--- src/rtl/dcache_port_arbiter.sv ---
// Round-robin arbiter sharing one single-port dcache among CORES HLS requesters.
// Read data is steered back to the issuing core through an in-order tag FIFO.
module dcache_port_arbiter #(
   parameter int CORES  = 4,
   parameter int DEPTH  = 256,
   parameter int DBITS  = 32,
   parameter int ABITS  = $clog2(DEPTH),
   parameter int RD_LAT = 3,
   parameter int TAGS   = RD_LAT + 1
) (
   input  logic                        clk,
   input  logic                        rstn,
   input  logic                        en,
   input  logic [CORES-1:0]            req_ce,
   input  logic [CORES-1:0]            req_we,
   input  logic [3:0]                  req_mask [CORES],
   input  logic [ABITS-1:0]            req_addr [CORES],
   input  logic [DBITS-1:0]            req_d    [CORES],
   output logic [CORES-1:0]            req_ready,
   output logic [DBITS-1:0]            rsp_q    [CORES],
   output logic [CORES-1:0]            rsp_vld,
   output logic                        mem_ce,
   output logic                        mem_we,
   output logic [3:0]                  mem_mask,
   output logic [ABITS-1:0]            mem_addr,
   output logic [DBITS-1:0]            mem_d,
   input  logic                        mem_ready,
   input  logic [DBITS-1:0]            mem_q,
   input  logic                        mem_q_vld,
   output logic                        err_underflow,
   output logic [$clog2(TAGS+1)-1:0]   outstanding
);

   localparam int PW = (CORES > 1) ? $clog2(CORES) : 1;
   localparam int TW = (TAGS > 1) ? $clog2(TAGS) : 1;
   localparam int CW = $clog2(TAGS + 1);

   // Handshake: request i transfers in a cycle where req_ce[i] & req_ready[i].
   // req_ready is combinational from the same-cycle req_ce, en, mem_ready and
   // FIFO state; mem_ce is raised only in such a cycle, so every mem_ce is
   // accepted downstream (mem_ready already high). Read data comes back on
   // mem_q_vld in issue order and leaves as a one-cycle rsp_vld strobe.

   logic [PW-1:0] rr_ptr;
   logic [PW-1:0] rr_next;
   logic [PW-1:0] tag_mem [TAGS];
   logic [TW-1:0] wr_ptr;
   logic [TW-1:0] rd_ptr;
   logic [CW-1:0] count;
   logic [PW-1:0] head_tag;
   logic [PW-1:0] winner;
   logic          found;
   logic          grant;
   logic          push;
   logic          pop;
   logic          can_push;
   logic          fifo_empty;
   logic          fifo_full;

   function automatic logic [TW-1:0] tag_inc(input logic [TW-1:0] p);
      return (p == TW'(TAGS - 1)) ? '0 : p + TW'(1);
   endfunction

   assign fifo_empty  = (count == '0);
   assign fifo_full   = (count == CW'(TAGS));
   assign head_tag    = tag_mem[rd_ptr];
   assign pop         = en & mem_q_vld & ~fifo_empty;
   // A read may take the slot being freed by a same-cycle pop.
   assign can_push    = ~fifo_full | pop;
   assign outstanding = count;

   always_comb begin
      int            idx;
      logic [PW-1:0] cand;
      idx    = 0;
      cand   = '0;
      found  = 1'b0;
      winner = '0;
      for (int k = 0; k < CORES; k++) begin
         idx = int'(rr_ptr) + k;
         if (idx >= CORES) idx = idx - CORES;
         cand = PW'(idx);
         if (!found && req_ce[cand] && (req_we[cand] || can_push)) begin
            found  = 1'b1;
            winner = cand;
         end
      end
   end

   // rstn gates the grant so the downstream strobe drops as soon as reset asserts.
   assign grant   = rstn & en & mem_ready & found;
   assign push    = grant & ~req_we[winner];
   assign rr_next = (winner == PW'(CORES - 1)) ? '0 : winner + PW'(1);

   always_comb begin
      req_ready = '0;
      mem_ce    = 1'b0;
      mem_we    = 1'b0;
      mem_mask  = '0;
      mem_addr  = '0;
      mem_d     = '0;
      if (grant) begin
         req_ready[winner] = 1'b1;
         mem_ce            = 1'b1;
         mem_we            = req_we[winner];
         mem_mask          = req_mask[winner];
         mem_addr          = req_addr[winner];
         mem_d             = req_d[winner];
      end
   end

   always_ff @(posedge clk) begin
      if (push) tag_mem[wr_ptr] <= winner;
   end

   always_ff @(posedge clk or negedge rstn) begin
      if (!rstn) begin
         rr_ptr        <= '0;
         wr_ptr        <= '0;
         rd_ptr        <= '0;
         count         <= '0;
         rsp_vld       <= '0;
         err_underflow <= 1'b0;
         for (int i = 0; i < CORES; i++) rsp_q[i] <= '0;
      end else begin
         rsp_vld <= '0;
         if (grant) rr_ptr <= rr_next;
         if (push) wr_ptr <= tag_inc(wr_ptr);
         if (pop) begin
            rd_ptr            <= tag_inc(rd_ptr);
            rsp_q[head_tag]   <= mem_q;
            rsp_vld[head_tag] <= 1'b1;
         end
         case ({push, pop})
            2'b10:   count <= count + CW'(1);
            2'b01:   count <= count - CW'(1);
            default: count <= count;
         endcase
         if (en && mem_q_vld && fifo_empty) err_underflow <= 1'b1;
      end
   end

endmodule

--- config.mk ---
export PLATFORM = sky130hd
export DESIGN_NAME = dcache_port_arbiter
export DESIGN_NICKNAME = d
export VERILOG_FILES = /design/src/rtl/dcache_port_arbiter.sv
export SDC_FILE = /design/constraint.sdc
export NUM_CORES = 1
export LEC_CHECK = 0
export ABC_AREA = 1
export BUFFER_PORTS_ARGS = -buffer_cell sky130_fd_sc_hd__buf_2
export CAP_MARGIN = 10
export CELL_PAD_IN_SITES_DETAIL_PLACEMENT = 1
export CELL_PAD_IN_SITES_GLOBAL_PLACEMENT = 2
export CORE_MARGIN = 2
export CORE_UTILIZATION = 24
export CTS_CLUSTER_DIAMETER = 50
export DETAILED_ROUTE_END_ITERATION = 10
export PLACE_DENSITY = 0.87
export SLEW_MARGIN = 10
export SYNTH_ARGS = -nofsm -noshare
export SYNTH_HDL_FRONTEND = slang
export SYNTH_SLANG_ARGS = --single-unit
--- constraint.sdc ---
create_clock -name clk -period 4.14 [get_ports clk]
set_input_delay 0.828 -clock clk [delete_from_list [all_inputs] [get_ports clk]]
set_output_delay 0.828 -clock clk [all_outputs]
set_load 0.01 [all_outputs]
Word-level counts from Yosys, hierarchy flattened --
Memories as Yosys holds them, arrays and structs flattened. Index checks and enable logic that the tools add are counted.
Operators by class: add/subtract/negate cells 12, bitwise logic cells 12, mux-type cells 59, reductions and logical operators 21, magnitude comparators 15, eq/ne operators 6
Operator list (number):
- 128-bit bitwise mux | 1
- 32-bit two-way mux | 4
- 32-bit binary-select mux with 2-bit select | 1
- 32-bit demux with 2-bit select | 1
- 8-bit two-way mux | 3
- 2-bit two-way mux | 11
- 4-bit two-way mux | 5
- 1-bit two-way mux | 19
- 1-bit binary-select mux with 2-bit select | 9
- 2-bit by 3-bit < comparator with 1-bit output (second input constant) | 6
- 8-bit binary-select mux with 2-bit select | 1
- 3-bit >= comparator (second input constant) | 5
- 1-bit logical AND | 12
- 4-bit binary-select mux with 2-bit select | 1
- 2-bit == test (second input constant) | 4
- 2-bit by 1-bit subtractor with 2-bit output (second input constant) | 4
- 2-bit by 1-bit adder with 2-bit output (second input constant) | 3
- 2-bit by 2-bit adder with 3-bit output (second input constant) | 2
- 1-bit AND | 6
- 2-bit inverter with 3-bit output | 2
- 3-bit case mux with 2 select lines | 1
- 1-bit demux with 2-bit select | 2
- 2-bit by 1-bit >= comparator with 1-bit output (second input constant) | 2
- 1-bit logical OR | 4
- other kinds (12) | 16
Storage, ports and cells: input port bits 221, RAM bits 8, register bits after elaboration 142, memories 1, output and inout port bits 186
Memories:
- tag_mem | words 4, width 2, read ports 1, clocked after Yosys merged registers in 0, write ports 1, line 46 | logic [PW-1:0] tag_mem [TAGS];

Longest topological paths before layout --
depth after elaboration 25, depth in mapped cells 22, depth with buffers taken out 21

Worst setup path after synthesis --
Ideal clock, no wire load.
kind in2out, start point input en, end point output req_ready[3], data required time 3.312 ns, arrival 2.551 ns, stages on the path 16, slack 0.761 ns, path buffers 2, cells stage by stage nand2_1 -> nand2_1 -> nor2_2 -> nand2_1 -> nand3_1 -> nand2_1 -> nor2_8 -> nand3_4 -> nand2_2 -> nand2_2 -> buf_6 -> clkinv_4 -> buf_4 -> ha_1 -> inv_1 -> nor2_1
On the way: word-level cells in the longest chain between the ends 23, elaborated cells on any way between the ends 34, those cells by class order compare (2); mux (11); bitwise (6); reduce/logical (15)
Ends and longest elaborated chain:
- start: declaration | line 13 | input logic en,
- 1-bit AND * (2 in a row) | line 67 | assign pop = en & mem_q_vld & ~fifo_empty;
- 1-bit bitwise OR * | line 69 | assign can_push = ~fifo_full | pop;
- 1-bit logical OR | line 83 | if (!found && req_ce[cand] && (req_we[cand] || can_push)) begin
- 1-bit logical AND | line 83
- 1-bit two-way mux | line 83
- 1-bit zero test | line 83
- 1-bit logical AND (2 in a row) | line 83
- 1-bit two-way mux | line 83
- [... 5 more ...]
- 1-bit logical AND (2 in a row) | line 83
- 2-bit two-way mux * | line 83
- net winner[0] | line 51 | logic [PW-1:0] winner;
- 2-bit by 3-bit < comparator with 1-bit output (not written as such) / 2-bit by 1-bit >= comparator with 1-bit output (equally long branches) | line 103 | req_ready[winner] = 1'b1;
- 1-bit logical AND (not written as such) | line 103
- 1-bit two-way mux (not written as such) | line 103
- 1-bit demux with 2-bit select * | line 103
- 4-bit two-way mux * | line 102 | if (grant) begin
- end: declaration | line 19 | output logic [CORES-1:0] req_ready,
Mark *: on every way through the listed nets, which the timed path passes. The rest lies on a longest branch.

Final worst setup path --
start point input en, end point output mem_d[30]
On the way: word-level cells in the longest chain between the ends 23, elaborated cells on any way between the ends 33, those cells by class mux (12); bitwise (7); reduce/logical (14)
Ends and longest elaborated chain:
- 1-bit AND (2 in a row) | line 67
- 1-bit bitwise OR | line 69
- 1-bit logical OR | line 83
- 1-bit logical AND | line 83
- 1-bit two-way mux | line 83
- 1-bit zero test | line 83
- 1-bit logical AND (2 in a row) | line 83
- 1-bit two-way mux | line 83
- [... 3 more ...]
- 1-bit two-way mux | line 83
- 1-bit zero test | line 83
- 1-bit logical AND (2 in a row) | line 83
- 2-bit two-way mux | line 83
- 2-bit inverter with 3-bit output (not written as such) | line 108 | mem_d = req_d[winner];
- 32-bit binary-select mux with 2-bit select | line 108
- 32-bit two-way mux (not written as such) (2 in a row) | line 108
- 32-bit two-way mux * | line 102
- end: declaration | line 26 | output logic [DBITS-1:0] mem_d,
Mark *: on every way between the ends. The rest lies on a longest branch, timed or not. The select of a mux whose other input is x is not followed.

==> parameters.txt <==
Parameter                              Value

Status
  Outcome ... completed

Floorplanning
  Starting density of the core ... 24.2%
  Die area ... 34000 sq um
  Floorplan die width ... 184 um
  Core area ... 32300 sq um
  Total I/O pin count ... 407
  Overall die height ... 184 um
  Number of standard-cell rows in the floorplan ... 66

Setup path
  Kind of start point of the critical path ... input pin
  Type of the setup path with the least slack ... in -> out
  Critical Path Max Stage Delay ... 230 ps
  Critical-path top delay cell ... sky130_fd_sc_hd__buf_12
  Most numerous cell on the critical path ... sky130_fd_sc_hd__nand2_1
  CP Capture Type ... output pin
  Worst Path Arrival ... 3060 ps
  Ordered cell list for the critical path ... buf_2, nand2_1, nand2_1, nor2_4, nand2_1, nand3_1, nand2_1, a21oi_1, nand2_1, nand2_4, buf_12, buf_4, nor2_1, nor2_1, o21ai_1, a21oi_1, buf_2
  Maximum fanout along the worst path ... 42
  Data required, critical path ... 3310 ps

CTS
  Clock Sink Count ... 150
  Clock Latency Late Sink ... 420 ps
  TritonCTS clock tree ... built
  Cell at the root of the clock tree ... sky130_fd_sc_hd__clkbuf_16
  Clock tree buffer depth ... 2
  Hold buffers post-CTS ... 0
  CTS H-tree lvls ... 4
  Clock slew at reported path FFs ... 60 ps
  TritonCTS buffer count ... 17

Timing
  Number of hold violations in the final report ... 0
  FMAX ... 257 MHz
  Final Max Tran Viols ... 0
  Post-route clock period utilization ... 93.9%
  Minimum period implied by the final worst setup slack ... 3890 ps
  Setup tns final ... 0 ps
  Slew HR ... 30.9%
  Final setup viols ... 0
  Transition time at the pin with the least slew margin ... 1040 ps
  RSZ-0062 raised after global routing ... no
  Maximum clock skew at final layout ... 10.9 ps

Yosys
  Number of synthesized flops with an enable pin ... 8
  Cell types with the largest area share after synthesis ... sky130_fd_sc_hd__dfrtp_1 (45%), sky130_fd_sc_hd__nand2_1 (11%), sky130_fd_sc_hd__o21ai_0 (8.8%)
  Yosys warning count ... 0
  Syn Area/Cell ... 7.94 sq um
  Fraction of the yosys area taken by sequential cells ... 48.5%
  Portion of synthesized cell area occupied by the leading cell type ... 45.4%
  Number of nets produced by synthesis ... 1217
  Mapped Cells ... 985
  Unique cell type count in the Yosys netlist ... 33
  Most area-hungry cell type in the Yosys netlist ... sky130_fd_sc_hd__dfrtp_1
  Total standard cell area after synthesis ... 7820 sq um
  Most used flip-flop cell after synthesis ... sky130_fd_sc_hd__dfrtp_1
  Proportion of register bits with asynchronous set or reset after synthesis ... 94.7%
  Number of flip-flops and latches in the synthesized netlist ... 150

Layout
  Utilization of the core after routing ... 33.7%
  Layout-stage area growth over the synthesis result ... 39.2%
  Layout filler cell count ... 4077
  Storage cell area ... 3790 sq um
  Final non-filler cell total ... 1833
  Area taken by multi-input logic gates ... 3260 sq um
  Final Instance Area ... 10900 sq um
  Fraction of final layout cells sized beyond drive strength 1 ... 35.9%
  Most frequent cells in the layout ... sky130_fd_sc_hd__buf_2 (405), sky130_fd_sc_hd__nand2_1 (236), sky130_fd_sc_hd__dfrtp_1 (141)
  Number of nets in the layout ... 1603
  Most common cell after layout, fill and taps aside ... sky130_fd_sc_hd__buf_2

Hold path
  Worst Hold Class ... in -> async

Route
  Pre-Repair DR Iteration Count ... 4
  Number of design-rule violations left by the first detailed-router iteration ... 381
  Total detailed-routing wirelength ... 31.7 mm
  Wirelength per Cell ... 17.3 um
  Total via count after detailed routing ... 8174
  Count of antenna-violating nets left after detailed routing ... 0
  Drc violations ... 0
  Mean number of vias per cell ... 4.46

Power
  Overall power consumption ... 10.1 mW
  Static leakage power ... 5.90 nW
  Power per cell area ... 929 nW/um^2
  Highest ir drop seen on vdd ... 353 uV

Global route
  Wire length of the first global-routing pass ... 47.4 mm
  Total routing usage reported by global routing ... 18.3%
  Maximum number of pins on one net before global-route repair ... 66
  Vias in the first global route ... 8344
  Number of antenna violations at the first check in global routing ... 13
  Remaining global-route overflow ... 0

Flow run
  Max-capacitance violation count ... 0

Placement
  IO Port Bufs ... 406
  Cell count after placement ... 1794
  Final weighted congestion in routability-driven placement ... 0.828
  Standard cell area after detailed placement ... 10300 sq um
  Hpwl dp ... 24.9 mm
cell type report:
class	instances	share of cell area, %
antenna	8	0.184
clock buffer	20	4.20
clock inverter	11	0.908
inverter	111	3.90
multi-input combinational	663	29.9
sequential	150	34.9
tap	442	5.08
timing repair buffer	428	20.9
worst max-delay path: cells and delay by family:
kind | cells | cell delay, ps
AND/OR/NAND/NOR | 10 | 1090
buffers and inverters | 4 | 700
AO/OA/AOI/OAI | 3 | 410
state kept, by name, summed over array words and instances (netlist names):
name and cells:
outstanding 3, tag_mem 8, rr_ptr 2, wr_ptr 2, rsp_vld 4, rsp_q 128, err_underflow 1, rd_ptr 2
timing repair:
action,CTS,global route
resized for setup,0,4
setup buffers,0,0
setup endpoints to repair,0,36
cells by family after synthesis:
kind of cell / share of synthesized area [%]
compound gates: 20.1
buf+inv: 10.1
fa+ha+maj: 1.86
xor+xnor: 0.224
simple gates: 19.2
flops: 48.5
where the power goes:
part	total (mW)	internal, mW	switching, mW	leakage (nW)
clock network	1.47	0.857	0.609	0.277
logic	6.16	2.30	3.87	3.76
registers	2.49	2.13	0.358	1.87
total	10.1	5.28	4.83	5.90
per-layer routing:
layer  GRT usage (%)  wire (um)  part of all wire [%]  vias up
met4            6.98        707                   2.2        2
met3            5.67       2890                   9.1       35
met1            20.1      12000                    38     3859
li1                -          -                     -     3968
met5               0         13                 0.041        -
met2            32.8      16100                    51      310
worst paths after layout:
| check | startpoint | to | slack [ps] | depth (start not counted) |
|---|---|---|---|---|
| worst max-delay path | en | mem_d[30] | 250 | 17 |
| worst min-delay path | rstn | rsp_q[116] | 240 | 1 |
| worst max register to register | rr_ptr[0] | outstanding[2] | 830 | 19 |
| worst min register to register | rsp_q[45] | rsp_q[45] | 480 | 2 |
| max in group asynchronous | rstn | rr_ptr[0] | 2790 | 2 |
| min in group clk | rsp_q[45] | rsp_q[45] | 480 | 2 |
per-stage QoR:
stage / worst slack [ps] / hold WS (ps)
floorplan: 761 / 492
global placement: 232 / 459
detailed placement: 196 / 468
CTS: 71.5 / 228
global route: 17.3 / 233
finish: 252 / 239
cell usage after synthesis, types with 2 or more instances:
master                     number
sky130_fd_sc_hd__a21oi_1       41
sky130_fd_sc_hd__o21ai_0      138
sky130_fd_sc_hd__o21ai_1       42
sky130_fd_sc_hd__nor2_1       102
sky130_fd_sc_hd__nand2_4        2
sky130_fd_sc_hd__o211ai_1      44
sky130_fd_sc_hd__edfxtp_1       8
sky130_fd_sc_hd__clkbuf_1      30
sky130_fd_sc_hd__nand3_1       12
sky130_fd_sc_hd__nand4_1        4
sky130_fd_sc_hd__buf_2         10
sky130_fd_sc_hd__ha_1          10
sky130_fd_sc_hd__inv_2          8
sky130_fd_sc_hd__inv_1        102
sky130_fd_sc_hd__nand3_2        4
sky130_fd_sc_hd__nand2_2        5
sky130_fd_sc_hd__buf_6         13
sky130_fd_sc_hd__a21oi_2       10
sky130_fd_sc_hd__dfrtp_1      142
sky130_fd_sc_hd__buf_4          8
sky130_fd_sc_hd__nand2_1      238
No activity file was read; power rests on OpenSTA's default activity.
